$ cat config.mk
export PLATFORM = sky130hd
export DESIGN_NAME = io_row_loader
export DESIGN_NICKNAME = d
export VERILOG_FILES = /design/src/rtl/io_row_loader.sv
export SDC_FILE = /design/constraint.sdc
export NUM_CORES = 1
export LEC_CHECK = 0
export CORE_MARGIN = 8
export CORE_UTILIZATION = 35
export DETAILED_ROUTE_END_ITERATION = 6
export SETUP_SLACK_MARGIN = 0.3
export SLEW_MARGIN = 0
export SYNTH_ARGS = -nofsm -noshare
export SYNTH_HDL_FRONTEND = slang
export SYNTH_SLANG_ARGS = --single-unit
$ cat constraint.sdc
create_clock -name clk -period 3.5 [get_ports clk]
set_input_delay 0.525 -clock clk [delete_from_list [all_inputs] [get_ports clk]]
set_output_delay 0.525 -clock clk [all_outputs]
set_load 0.02 [all_outputs]
$ cat src/rtl/io_row_loader.sv
// Input-side IO packing controller: accepts SECTION_W-bit sections over valid/ready,
// packs them LSB-first into ROW_W-bit rows and writes each row to consecutive addresses.
module io_row_loader #(
  parameter int SECTION_W = 4,
  parameter int ROW_W     = 16,
  parameter int ADDR_W    = 10,
  parameter int CNT_W     = 12
) (
  input  logic                 clk,
  input  logic                 rst,
  input  logic                 start,
  input  logic [ADDR_W-1:0]    base_addr,
  input  logic [CNT_W-1:0]     total_sections,
  input  logic                 abort,
  input  logic [SECTION_W-1:0] in_section,
  input  logic                 in_valid,
  output logic                 in_ready,
  output logic                 mem_wr_en,
  output logic [ADDR_W-1:0]    mem_addr,
  output logic [ROW_W-1:0]     mem_wr_data,
  output logic                 busy,
  output logic                 done
);

  localparam int SPR    = ROW_W / SECTION_W;
  localparam int SLOT_W = (SPR > 1) ? $clog2(SPR) : 1;

  typedef enum logic [1:0] {S_IDLE, S_LOAD, S_DONE} state_t;

  state_t              r_state, w_state_next;
  logic [SLOT_W-1:0]   r_slot;
  logic [CNT_W-1:0]    r_remaining;
  logic [ADDR_W-1:0]   r_addr, r_mem_addr;
  logic [ROW_W-1:0]    r_acc, r_mem_wr_data, w_row;
  logic                r_mem_wr_en;
  logic                w_start_load, w_start_zero, w_beat, w_last, w_row_done;

  always_comb begin
    w_start_load = (r_state == S_IDLE) && start && (total_sections != '0);
    w_start_zero = (r_state == S_IDLE) && start && (total_sections == '0);
    // abort wins over a beat presented in the same cycle
    w_beat       = (r_state == S_LOAD) && in_valid && !abort;
    w_last       = (r_remaining == CNT_W'(1));
    w_row_done   = w_beat && (w_last || (r_slot == SLOT_W'(SPR - 1)));
    w_row        = r_acc;
    w_row[int'(r_slot) * SECTION_W +: SECTION_W] = in_section;
  end

  always_ff @(posedge clk or posedge rst) begin
    if (rst) r_state <= S_IDLE;
    else     r_state <= w_state_next;
  end

  always_comb begin
    w_state_next = r_state;
    case (r_state)
      S_IDLE: begin
        if (w_start_load)      w_state_next = S_LOAD;
        else if (w_start_zero) w_state_next = S_DONE;
      end
      S_LOAD: begin
        if (abort)                w_state_next = S_IDLE;
        else if (w_beat && w_last) w_state_next = S_DONE;
      end
      S_DONE:  w_state_next = S_IDLE;
      default: w_state_next = S_IDLE;
    endcase
  end

  always_ff @(posedge clk or posedge rst) begin
    if (rst) begin
      r_slot        <= '0;
      r_remaining   <= '0;
      r_addr        <= '0;
      r_acc         <= '0;
      r_mem_wr_en   <= 1'b0;
      r_mem_addr    <= '0;
      r_mem_wr_data <= '0;
    end else begin
      r_mem_wr_en <= 1'b0;
      if (w_start_load) begin
        r_addr      <= base_addr;
        r_remaining <= total_sections;
        r_slot      <= '0;
        r_acc       <= '0;
      end else if (r_state == S_LOAD) begin
        if (abort) begin
          r_slot <= '0;
          r_acc  <= '0;
        end else if (w_beat) begin
          r_remaining <= r_remaining - 1'b1;
          if (w_row_done) begin
            r_mem_wr_en   <= 1'b1;
            r_mem_addr    <= r_addr;
            r_mem_wr_data <= w_row;
            r_addr        <= r_addr + 1'b1;
            r_slot        <= '0;
            r_acc         <= '0;
          end else begin
            r_acc  <= w_row;
            r_slot <= r_slot + 1'b1;
          end
        end
      end
    end
  end

  assign in_ready    = (r_state == S_LOAD);
  assign busy        = (r_state != S_IDLE);
  assign done        = (r_state == S_DONE);
  assign mem_wr_en   = r_mem_wr_en;
  assign mem_addr    = r_mem_addr;
  assign mem_wr_data = r_mem_wr_data;

endmodule

======== Word-level counts from Yosys, hierarchy flattened ========
Index checks and enable logic that the tools add are counted.
operators by class
  add/subtract/negate cells ............... 4
  multipliers ............................. 0
  divide/modulo/power cells ............... 0
  order comparisons ....................... 0
  equality and inequality tests ........... 7
  shift operators ......................... 2
  multiplexer cells ....................... 30
  bitwise logic cells ..................... 2
  reductions and logical operators ........ 22
operators with widths
  cell                                                   number
  two-way mux 16 bit                                     5
  two-way mux 10 bit                                     5
  two-way mux 12 bit                                     4
  negation 4 -> 33 bit                                   1
  variable shift 4 x 33 -> 16 bit, first input constant  1
  variable part select 4 x 33 -> 16 bit                  1
  two-way mux 2 bit                                      9
  bitwise mux 16 bit                                     1
  equality test 12 x 1 -> 1 bit, second input constant   1
  zero test 12 bit                                       1
  nonzero test 12 bit                                    1
  subtractor 12 x 1 -> 12 bit, second input constant     1
  adder 10 x 1 -> 10 bit, second input constant          1
  nonzero test 2 bit                                     4
  logical AND 1 bit                                      7
  two-way mux 1 bit                                      5
  AND reduction 5 bit                                    1
  equality test 2 bit, second input constant             2
  one-hot mux 2 bit (2 select lines)                     1
  AND reduction 2 bit                                    2
  AND reduction 4 bit                                    1
  inequality test 3 x 2 -> 1 bit, second input constant  1
  inequality test 3 bit, second input constant           1
  AND reduction 3 bit                                    1
  other kinds (8)                                        9
word-level totals
  bits in registers ....................... 69
  bits in latches ......................... 0
  RAM bits ................................ 0
  memory bits (read-only) ................. 0
  bits of input ports ..................... 31
  memories kept ........................... 0

======== Depth between registers and ports, before layout ========
Gate-level depths: netlist (run 1).
  word-level depth ........................ 9
  depth in mapped cells ................... 10

======== Worst setup path after synthesis (run 1) ========
OpenSTA, ideal clock, no wires.
  kind .................................... flip-flop to flip-flop
  start ................................... register r_slot[0]
  end ..................................... register r_acc[0]
  library setup time ...................... 0.078 ns
  data arrival time ....................... 2.021 ns
  path slack .............................. 1.401 ns
  stages on the path, launching flop included .. 7
  cell sequence ........................... dfrtp_1 inv_1 ha_1 nor4bb_1 a21oi_1 or4_1 a21oi_1
between the ends
  longest elaborated chain between the ends .. 8
RTL lines
  item                                                           line    source
  start: declaration                                             31      logic [SLOT_W-1:0] r_slot;
  start signal: assignment                                       101     r_slot <= r_slot + 1'b1;
  negation 4 -> 33 bit or equality test 2 bit (tied branches)    46, 44
  variable part select 4 x 33 -> 16 bit (tied with other cells)  46      w_row[int'(r_slot) * SECTION_W +: SECTION_W] = in_section;
  bitwise mux 16 bit or logical AND 1 bit (tied branches)        46, 44
  two-way mux 16 bit *                                           92      if (w_row_done) begin
  two-way mux 16 bit *                                           90      end else if (w_beat) begin
  two-way mux 16 bit *                                           87      if (abort) begin
  two-way mux 16 bit *                                           86      end else if (r_state == S_LOAD) begin
  two-way mux 16 bit *                                           81      if (w_start_load) begin
  end signal: assignment                                         100     r_acc <= w_row;
  end: declaration                                               34      logic [ROW_W-1:0] r_acc, r_mem_wr_data, w_row;
Mark *: on every way between the ends. The rest lies on a longest branch, timed or not. The select of a mux whose other input is x is not followed.
A chain may end at the register's enable or synchronous reset.

======== Final worst setup path (run 1) ========
  start ................................... register r_slot[0]
  end ..................................... register r_acc[8]
The elaborated chain is that of the path after synthesis.

==> flow_summary.yaml, run 1 <==
clock_tree:
  insertion_delay_ns: 0.36
  clk_pin_slew_worst_paths_ns: 0.08
  clock-root-buffer: "sky130_fd_sc_hd__clkbuf_8"
  cts_hold_buffers_added: 0
  clock_tree_from_tritoncts: "built"
  clock_tree.buffer_depth: 2
  cts_made_buffers: 9
  postCtsSetupBuffers: 0
  clock_sink_count: 69
  cts_max_level: 3
  cts_resized: 0
grt:
  grt-ovfl-total: 0
  grt_max_degree: 45
  via_count_of_the_first_global_routing_pass: 3112
  grt_pass1_wl_um: 15390
  track_usage_pct: 14.63
  antenna_found_initial: 0
sta:
  timing.final.setup_violations: 0
  final.setup_skew_ns: 0.01435
  setup_tns_ns: 0
  grt_setup_unrepaired: "false"
  timing.final.crit_share_pct: 72.71
  worst_slew_pin_slew_ns: 0.8924
  layout_min_cycle_time_ns: 2.545
  report.final.slew_viol_count: 0
  maxSlewHeadroom_pct: 39.96
  hold_violations: 0
  clock.fmax_mhz: 393.0
die:
  fp.coreArea_mm2: 0.009684
  ios: 61
  row_count: 36
  floorplan.initialDensity_pct: 35.72
  die-width_um: 115.4
  die_height_um: 115.4
  die-area_mm2: 0.01332
synth:
  yosys_warnings: 0
  synth-edff-count: 0
  dominantRegCellSynth: "sky130_fd_sc_hd__dfrtp_1"
  synth-async-reset-ratio_pct: 100.0
  synth-seq-area-share_pct: 49.91
  synthCells: 363
  synthesis.area_per_instance_um2: 9.530
  mappedNetlistArea_mm2: 0.003460
  ys_types: 52
  synth.net_count: 403
  synth.ff_latch_count: 69
drt:
  postRouteWirelength_um: 9172
  vias: 3019
  post_drt_via_cell_ratio: 5.362
  wl_per_cell_um: 16.29
  drc: 0
  final_antenna_net_count: 0
  dr.first_iter.drc_count: 115
  firstDrtPassIters: 4
power_and_ir_drop:
  max-vdd-ir-drop_uv: 190.6
  leakage_component_of_the_power_nw: 1.896
  total_power_mw: 2.334
  p_per_area_mw_per_mm2: 521.5
hold_path:
  worst_hold_path_type: "register to register"
setup_path:
  critPathKind: "register to register"
  slowest_cell_delay_on_critical_path_ns: 0.72
  path_buf_inv: 1
  critical_path_required_ns: 3.78
  crit_slowest_cell: "sky130_fd_sc_hd__nor4b_1"
  crit_path_end_kind: "register"
  critPathTopFamily: "simple AND/OR/NAND/NOR gates"
  cp_cell_sequence: "inv_1 -> ha_1 -> nor2b_1 -> nor4b_1 -> and3_1 -> a22o_1"
  critical_path_arrival_ns: 2.83
  crit_path_start_kind: "register"
  crit_path_max_fanout: 10
placement:
  gp_routability_congestion: 0.8549
  numPortBuffers: 60
  detailedPlacementHpwl_um: 6596
  numPlacedInstances: 547
status:
  status: "completed"
layout:
  number_of_filler_cells_placed_in_the_layout: 945
  regArea_mm2: 0.001727
  post_route_cells_drive_above_1_share_pct: 8.372
  final_cells: 563
  syn_to_final_growth_pct: 29.33
  final_nets: 465
  multi_input_comb_area_mm2: 0.001625
  antennaDiodeCount: 0
flow_run:
  drv.max_cap_violation_count: 0
[area by class of cell]
cell class / instances / share of cell area (%)
Tap cell: 133 / 3.719
Clock buffer: 9 / 2.768
Inverter: 15 / 1.314
Multi-Input combinational cell: 265 / 36.33
Sequential cell: 69 / 38.59
Clock inverter: 7 / 2.741
Timing Repair Buffer: 65 / 14.54
[power breakdown]
group,internal [mW],switching [mW]
registers,0.897,0.108
clock network,0.477,0.338
logic,0.230,0.284
[tightest hold or removal path: stages, from the launching register on]
cell	delay, ns
sky130_fd_sc_hd__dfrtp_1	0.34
sky130_fd_sc_hd__nand2_1	0.05
sky130_fd_sc_hd__nand2_1	0.04
[cells by family after synthesis]
logic type	Yosys count	synth area share, %
xor+xnor	3	0.7596
simple gates	157	22.39
compound gates	96	20.07
flops	69	49.91
buf+inv	29	3.617
fa+ha+maj	9	3.255
[cell usage after synthesis, types with 2 or more instances]
| library cell | instances | area (µm²) |
|---|---|---|
| sky130_fd_sc_hd__inv_1 | 14 | 52.55 |
| sky130_fd_sc_hd__xnor2_1 | 2 | 17.52 |
| sky130_fd_sc_hd__nand4_1 | 3 | 18.77 |
| sky130_fd_sc_hd__nand2_1 | 62 | 232.7 |
| sky130_fd_sc_hd__a31o_2 | 3 | 26.28 |
| sky130_fd_sc_hd__a21oi_1 | 11 | 55.05 |
| sky130_fd_sc_hd__ha_1 | 9 | 112.6 |
| sky130_fd_sc_hd__clkbuf_1 | 8 | 30.03 |
| sky130_fd_sc_hd__a22o_1 | 8 | 70.07 |
| sky130_fd_sc_hd__nor3_1 | 5 | 25.02 |
| sky130_fd_sc_hd__a32oi_1 | 2 | 17.52 |
| sky130_fd_sc_hd__nand2b_1 | 6 | 37.54 |
| sky130_fd_sc_hd__a311oi_1 | 2 | 17.52 |
| sky130_fd_sc_hd__nor2b_1 | 6 | 37.54 |
| sky130_fd_sc_hd__a221o_1 | 9 | 90.09 |
| sky130_fd_sc_hd__o2bb2ai_1 | 4 | 35.03 |
| sky130_fd_sc_hd__nand3_1 | 10 | 50.05 |
| sky130_fd_sc_hd__o31ai_1 | 2 | 15.01 |
| sky130_fd_sc_hd__o22ai_1 | 3 | 18.77 |
| sky130_fd_sc_hd__o211ai_1 | 2 | 15.01 |
| sky130_fd_sc_hd__dfrtp_1 | 69 | 1727 |
| sky130_fd_sc_hd__buf_2 | 5 | 25.02 |
| sky130_fd_sc_hd__or2_2 | 3 | 18.77 |
| sky130_fd_sc_hd__a221oi_1 | 8 | 70.07 |
| sky130_fd_sc_hd__or4_1 | 3 | 22.52 |
| sky130_fd_sc_hd__a31oi_1 | 2 | 12.51 |
| sky130_fd_sc_hd__nor2_1 | 33 | 123.9 |
| sky130_fd_sc_hd__nor4_1 | 6 | 37.54 |
| sky130_fd_sc_hd__nor3b_1 | 4 | 30.03 |
| sky130_fd_sc_hd__o21ai_1 | 6 | 30.03 |
| sky130_fd_sc_hd__o21ai_0 | 22 | 110.1 |
| sky130_fd_sc_hd__o21a_1 | 3 | 22.52 |
| sky130_fd_sc_hd__and3_1 | 9 | 56.30 |
[state kept, by name, summed over array words and instances (netlist names)]
name	cells
mem_addr	10
r_remaining	12
r_state	2
mem_wr_data	16
mem_wr_en	1
r_addr	10
r_acc	16
r_slot	2
[path summary, 6_finish.rpt]
check / slack, ns / to / cells past startpoint / start
max in group asynchronous: 2.22 / mem_wr_data[0] / 3 / rst
min in group asynchronous: 0.62 / mem_wr_data[12] / 2 / rst
min reg2reg: 0.46 / mem_wr_data[2] / 2 / mem_wr_data[2]
max reg2reg: 0.96 / r_acc[8] / 6 / r_slot[0]
min: 0.46 / mem_wr_data[2] / 2 / mem_wr_data[2]
max: 0.96 / r_acc[8] / 6 / r_slot[0]
[layout by cell type (no fill, tap or decap), types with 2 or more instances in the layout]
master                            synthesis  layout
sky130_fd_sc_hd__inv_1                   14      13
sky130_fd_sc_hd__or4_1                    3       3
sky130_fd_sc_hd__a22o_1                   8       8
sky130_fd_sc_hd__nand2_1                 62      62
sky130_fd_sc_hd__o21ai_1                  6       6
sky130_fd_sc_hd__a31oi_1                  2       2
sky130_fd_sc_hd__o21ai_0                 22      22
sky130_fd_sc_hd__a21oi_1                 11      11
sky130_fd_sc_hd__or2_2                    3       3
sky130_fd_sc_hd__o21a_1                   3       3
sky130_fd_sc_hd__nor3b_1                  4       4
sky130_fd_sc_hd__bufinv_16                0       3
sky130_fd_sc_hd__and3_1                   9       9
sky130_fd_sc_hd__clkbuf_8                 0       9
sky130_fd_sc_hd__nor4_1                   6       6
sky130_fd_sc_hd__o2bb2ai_1                4       4
sky130_fd_sc_hd__a221oi_1                 8       8
sky130_fd_sc_hd__dfrtp_1                 69      69
sky130_fd_sc_hd__clkdlybuf4s50_1          0      60
sky130_fd_sc_hd__nand4_1                  3       3
sky130_fd_sc_hd__buf_4                    0       4
sky130_fd_sc_hd__nor3_1                   5       5
sky130_fd_sc_hd__a221o_1                  9       9
sky130_fd_sc_hd__nand2b_1                 6       6
sky130_fd_sc_hd__clkinvlp_4               0       2
sky130_fd_sc_hd__o22ai_1                  3       3
sky130_fd_sc_hd__xnor2_1                  2       2
sky130_fd_sc_hd__ha_1                     9       9
sky130_fd_sc_hd__o211ai_1                 2       2
sky130_fd_sc_hd__nor2_1                  33      33
sky130_fd_sc_hd__o31ai_1                  2       2
sky130_fd_sc_hd__nor2b_1                  6       6
sky130_fd_sc_hd__a32oi_1                  2       2
sky130_fd_sc_hd__a31o_2                   3       3
sky130_fd_sc_hd__nand3_1                 10      10
[metrics by stage]
| step | hold slack (ns) | setup slack, ns | cell area [µm²] | util (%) |
|---|---|---|---|---|
| after floorplan | 0.4564 | 1.235 | 3460 | - |
| after global placement | 0.4510 | 0.7972 | 4228 | 43.66 |
| after detailed placement | 0.4556 | 0.7386 | 4228 | 43.66 |
| after CTS | 0.4725 | 0.9776 | 4474 | 46.20 |
| after global routing | 0.4959 | 0.8165 | 4474 | 46.20 |
| final | 0.4640 | 0.9551 | 4474 | 46.20 |
[layer usage]
layer / track usage [%] / vias up / wire length, µm
li1: - / 1445 / -
met1: 18.95 / 1477 / 4343
met2: 23.14 / 86 / 4219
met3: 3.387 / 11 / 505
met4: 5.692 / 0 / 103
met5: 0 / - / 0
No activity file was read; power rests on OpenSTA's default activity.
==> inputs of run 2 (changes only) <==
clock period = 2.23 ns   (was 3.5 ns; I/O delays follow)
==> run 2 against run 1 <==
Maximum frequency grew 32%. Count of clock-buffer cells in the layout is 2 higher. Final area increased by 15%. Largest cell class is now multi-input combinational cells. Sequential share of layout area fell by 4.9 points. Via count increased by 6.6%.
==> flow_summary.yaml, run 2 (synthesis results as in run 1) <==
die:
  floorplan.initialDensity_pct: 35.72
  die-area_mm2: 0.01332
  fp.coreArea_mm2: 0.009684
  row_count: 36
  ios: 61
  die-width_um: 115.4
  die_height_um: 115.4
drt:
  post_drt_via_cell_ratio: 5.189
  final_antenna_net_count: 0
  drc: 0
  dr.first_iter.drc_count: 167
  vias: 3217
  wl_per_cell_um: 16.29
  postRouteWirelength_um: 10100
  firstDrtPassIters: 4
layout:
  number_of_filler_cells_placed_in_the_layout: 890
  final_cells: 620
  final_nets: 522
  antennaDiodeCount: 0
  post_route_cells_drive_above_1_share_pct: 25.87
  layout.cells.most_common_list: "sky130_fd_sc_hd__dfrtp_1 (66), sky130_fd_sc_hd__nand2_1 (62), sky130_fd_sc_hd__clkdlybuf4s50_1 (57)"
  design_area_final_mm2: 0.005139
  syn_to_final_growth_pct: 48.54
  layout_commonest_cell: "sky130_fd_sc_hd__dfrtp_1"
placement:
  gp_routability_congestion: 0.7837
  detailedPlacementHpwl_um: 7115
  dp_slack_ns: -0.1048
  numPlacedInstances: 584
  numPortBuffers: 60
  post_dp_cell_area_mm2: 0.004531
setup_path:
  setup.worst_path.end: "r_addr[7]"
  setup.worst_path.start: "r_remaining[1]"
  critPathKind: "register to register"
  reg2regPathDepth: 8
  crit_path_start_kind: "register"
  timing.reg2reg.setup_slack_ns: 0.30
  critical_path_required_ns: 2.46
  r2r_start: "r_remaining[1]"
  crit_path_max_fanout: 3
  crit_path_end_kind: "register"
  critical_path_arrival_ns: 2.17
  rr_endpoint: "r_addr[7]"
sta:
  timing.final.setup_violations: 0
  timing.final.crit_share_pct: 86.77
  setup_tns_ns: 0
  setup_slack_ns: 0.2951
  maxSlewHeadroom_pct: 59.44
  worst_hold_slack_ns: 0.3570
  worst_slew_pin_slew_ns: 0.6044
  grt_setup_unrepaired: "true"
  layout_min_cycle_time_ns: 1.935
  clock.fmax_mhz: 516.8
  report.final.slew_viol_count: 0
  final.setup_skew_ns: 0.01410
  hold_violations: 0
flow_run:
  drv.max_cap_violation_count: 0
grt:
  grt_pass1_wl_um: 16430
  grt_max_degree: 50
  grt-ovfl-total: 0
  via_count_of_the_first_global_routing_pass: 3289
  track_usage_pct: 15.54
  antenna_found_initial: 0
power_and_ir_drop:
  p_per_area_mw_per_mm2: 738.2
  leakage_component_of_the_power_nw: 2.244
  max-vdd-ir-drop_uv: 347.9
clock_tree:
  clock_tree_from_tritoncts: "built"
  cts_hold_buffers_added: 0
  cts_max_level: 3
  clock_tree.buffer_depth: 2
  clock_sink_count: 69
  clk_pin_slew_worst_paths_ns: 0.08
  cts_made_buffers: 9
  insertion_delay_ns: 0.35
  clock-root-buffer: "sky130_fd_sc_hd__clkbuf_8"
status:
  status: "completed"
hold_path:
  worst_hold_path_type: "primary input to async pin"
## run 2: changes by cell type in the layout (fill, tap and decap cells not counted), sizes merged
cell           change
inv                -2
clkinv             +2
bufinv             -2
buf               +56
dlymetal6s2s       +1
clkdlybuf4s50      -3
dlygate4sd2        +2
clkbuf             +2
a311oi             +1
## run 2: routing by layer
metal / wire [µm] / vias up / GRT usage, % / share of wire, %
li1: - / 1568 / - / -
met1: 4625 / 1569 / 19.63 / 46
met2: 4868 / 70 / 25.62 / 48
met3: 498 / 10 / 4.013 / 4.9
met4: 107 / 0 / 4.378 / 1.1
met5: 0 / - / 0 / 0
## run 2: critical path, stage by stage, from the launching register on
cell	delay, ns
sky130_fd_sc_hd__dfrtp_1	0.40
sky130_fd_sc_hd__inv_2	0.08
sky130_fd_sc_hd__ha_4	0.12
sky130_fd_sc_hd__nor4b_4	0.26
sky130_fd_sc_hd__a31oi_4	0.14
sky130_fd_sc_hd__buf_6	0.15
sky130_fd_sc_hd__o21ba_4	0.19
sky130_fd_sc_hd__a21o_1	0.17
sky130_fd_sc_hd__a221o_1	0.30
## run 2: cell type report
cell class	instances	area [µm²]	share of cell area [%]
Inverter	15	62.56	1.217
Clock buffer	11	141.4	2.751
Tap cell	133	166.4	3.238
Clock inverter	5	60.06	1.169
Multi-Input combinational cell	266	1867	36.33
Sequential cell	69	1730	33.67
Timing Repair Buffer	121	1111	21.62
## run 2: where the power goes
group / leakage, nW / total, mW / internal (mW) / switching (mW)
logic: 1.23 / 1.16 / 0.596 / 0.565
clock network: 0.0995 / 1.05 / 0.550 / 0.497
registers: 0.918 / 1.59 / 1.41 / 0.175
## run 2: through the flow
stage	total power, mW	utilization (%)
6_report	3.794	53.06
5_1_grt	3.986	53.06
4_1_cts	3.680	50.83
3_5_place_dp	2.531	46.78
3_3_place_gp	2.510	46.78
2_1_floorplan	2.085	-
## run 2: timing repair
item | CTS | global route
setup buffers | 11 | 8
gates resized for setup | 21 | 42
cloned | 1 | 0
pin swaps | 5 | 10
setup endpoints to repair | 42 | 35
## run 2: worst min-delay path by stage
| stage | to | slack, ns |
|---|---|---|
| 3_3_place_gp | mem_addr[6] | 0.46 |
| 4_1_cts | mem_wr_data[12] | 0.37 |
| 5_1_grt | r_acc[12] | 0.39 |
| 6_report | mem_wr_data[12] | 0.36 |
| 3_5_place_dp | mem_addr[6] | 0.46 |
| 2_1_floorplan | r_remaining[2] | 0.45 |
==> inputs of run 3 (changes only) <==
CORE_UTILIZATION = 45   (was 35)
PLACE_DENSITY = 0.73   (was unset)
==> run 3 against run 2 <==
First-iteration DRC count decreased by 25%. Worst setup slack lost 0.022 ns. Cell count shrank 6.6%. Critical path type unchanged. Critical endpoint is now r_acc[0]. Largest cell class unchanged. Highest routed layer unchanged.
==> flow_summary.yaml, run 3 (synthesis results as in run 1) <==
status:
  status: "completed"
setup_path:
  crit_path_max_fanout: 5
  critPathKind: "register to register"
  slowest_cell_delay_on_critical_path_ns: 0.45
  crit_path_start_kind: "register"
  worst_path_most_repeated_cell: "sky130_fd_sc_hd__a21oi_2"
  cp_cell_sequence: "inv_2 -> buf_4 -> ha_2 -> nor4bb_4 -> a21oi_2 -> or4_1 -> a21oi_2"
  crit_path_end_kind: "register"
  critical_path_required_ns: 2.52
  crit_slowest_cell: "sky130_fd_sc_hd__dfrtp_2"
  critical_path_arrival_ns: 2.24
sta:
  report.final.slew_viol_count: 0
  clock.fmax_mhz: 511.1
  hold_violations: 0
  grt_setup_unrepaired: "true"
  worst_slew_pin_slew_ns: 0.6550
  timing.final.setup_violations: 0
  maxSlewHeadroom_pct: 56.24
  timing.final.crit_share_pct: 87.74
  final.setup_skew_ns: 0.01161
  setup_tns_ns: 0
  layout_min_cycle_time_ns: 1.957
die:
  ios: 61
  die-area_mm2: 0.01075
  die_height_um: 103.7
  floorplan.initialDensity_pct: 45.48
  die-width_um: 103.7
  row_count: 32
  fp.coreArea_mm2: 0.007607
drt:
  vias: 3238
  routed.top_layer: "met4"
  drt-met1-wl_um: 4246
  post_drt_via_cell_ratio: 5.592
  wl_per_cell_um: 16.69
  dr.first_iter.drc_count: 126
  drc: 0
  firstDrtPassIters: 4
  final_antenna_net_count: 0
  postRouteWirelength_um: 9665
  met3WireLength_um: 641
  wl_met2_um: 4627
grt:
  via_count_of_the_first_global_routing_pass: 3298
  grt-ovfl-total: 0
  grt_max_degree: 41
  antenna_found_initial: 0
  grt_pass1_wl_um: 16090
  track_usage_pct: 17.99
clock_tree:
  clock_sink_count: 69
  clock_tree.buffer_depth: 2
  insertion_delay_ns: 0.36
  clk_pin_slew_worst_paths_ns: 0.08
  clock_tree_from_tritoncts: "built"
  cts_max_level: 3
  cts_made_buffers: 9
  clock-root-buffer: "sky130_fd_sc_hd__clkbuf_8"
layout:
  antennaDiodeCount: 0
  layout.cells.most_common_list: "sky130_fd_sc_hd__dfrtp_1 (67), sky130_fd_sc_hd__nand2_1 (62), sky130_fd_sc_hd__clkdlybuf4s50_1 (58)"
  utilization_pct: 65.20
  final_nets: 512
  number_of_filler_cells_placed_in_the_layout: 588
  syn_to_final_growth_pct: 43.36
  post_route_cells_drive_above_1_share_pct: 23.69
  layout_commonest_cell: "sky130_fd_sc_hd__dfrtp_1"
hold_path:
  worst_hold_path_type: "primary input to async pin"
power_and_ir_drop:
  p_per_area_mw_per_mm2: 748.0
  total_power_mw: 3.710
  max-vdd-ir-drop_uv: 430.2
  leakage_component_of_the_power_nw: 2.171
placement:
  numPortBuffers: 60
  detailedPlacementHpwl_um: 6653
  gp_routability_congestion: 0.8774
flow_run:
  drv.max_cap_violation_count: 0
-- run 3: layout make-up --
cell class	instances	area, µm²	share of cell area [%]
repair buffers	112	1046	21.09
multi-input cells	265	1797	36.23
well taps	102	127.6	2.573
flip-flops and latches	69	1729	34.86
inverters	15	62.56	1.261
clock inverters	7	73.82	1.488
clock buffers	9	123.9	2.497
-- run 3: worst paths after layout --
kind / from / endpoint / slack (ns) / depth (start not counted)
min in group clk: mem_addr[4] / mem_addr[4] / 0.48 / 2
min: rst / mem_wr_data[5] / 0.42 / 2
max in group asynchronous: rst / r_slot[0] / 1.29 / 3
min reg2reg: mem_addr[4] / mem_addr[4] / 0.48 / 2
max reg2reg: r_slot[0] / r_acc[0] / 0.27 / 7
max: r_slot[0] / r_acc[0] / 0.27 / 7
-- run 3: critical path, delay by kind of cell (launching register included) --
kind / cells / cell delay [ns]
AO/OA/AOI/OAI: 2 / 0.26
adder cells (fa/ha/maj): 1 / 0.20
buffers and inverters: 2 / 0.23
flip-flops: 1 / 0.45
AND/OR/NAND/NOR: 2 / 0.76
-- run 3: metrics by stage --
| step | hold WS [ns] | instance area [µm²] | setup slack, ns | instances |
|---|---|---|---|---|
| 2_1_floorplan | 0.4505 | 3485 | 0.1769 | 363 |
| 3_3_place_gp | 0.4596 | 4499 | 0.04507 | 549 |
| 3_5_place_dp | 0.4631 | 4499 | -0.03552 | 549 |
| 4_1_cts | 0.4306 | 4863 | 0.2301 | 577 |
| 5_1_grt | 0.4459 | 4960 | 0.2154 | 579 |
| 6_report | 0.4161 | 4960 | 0.2735 | 579 |
-- run 3: report_power, final --
| part | internal [mW] | switching [mW] |
|---|---|---|
| Sequential | 1.41 | 0.173 |
| Combinational | 0.550 | 0.542 |
| Clock | 0.520 | 0.515 |
-- run 3: per-layer routing --
layer | up-vias | global-route usage, %
li1 | 1534 | -
met5 | - | 0
met4 | 0 | 7.342
met2 | 120 | 28.37
met1 | 1569 | 22.71
met3 | 15 | 5.081
-- run 3: timing repair --
item	CTS	global route
endpoints found under the setup margin	35	33
pin swaps	5	10
hold buffers	0	0
resized for setup	17	23
setup buffers	12	2
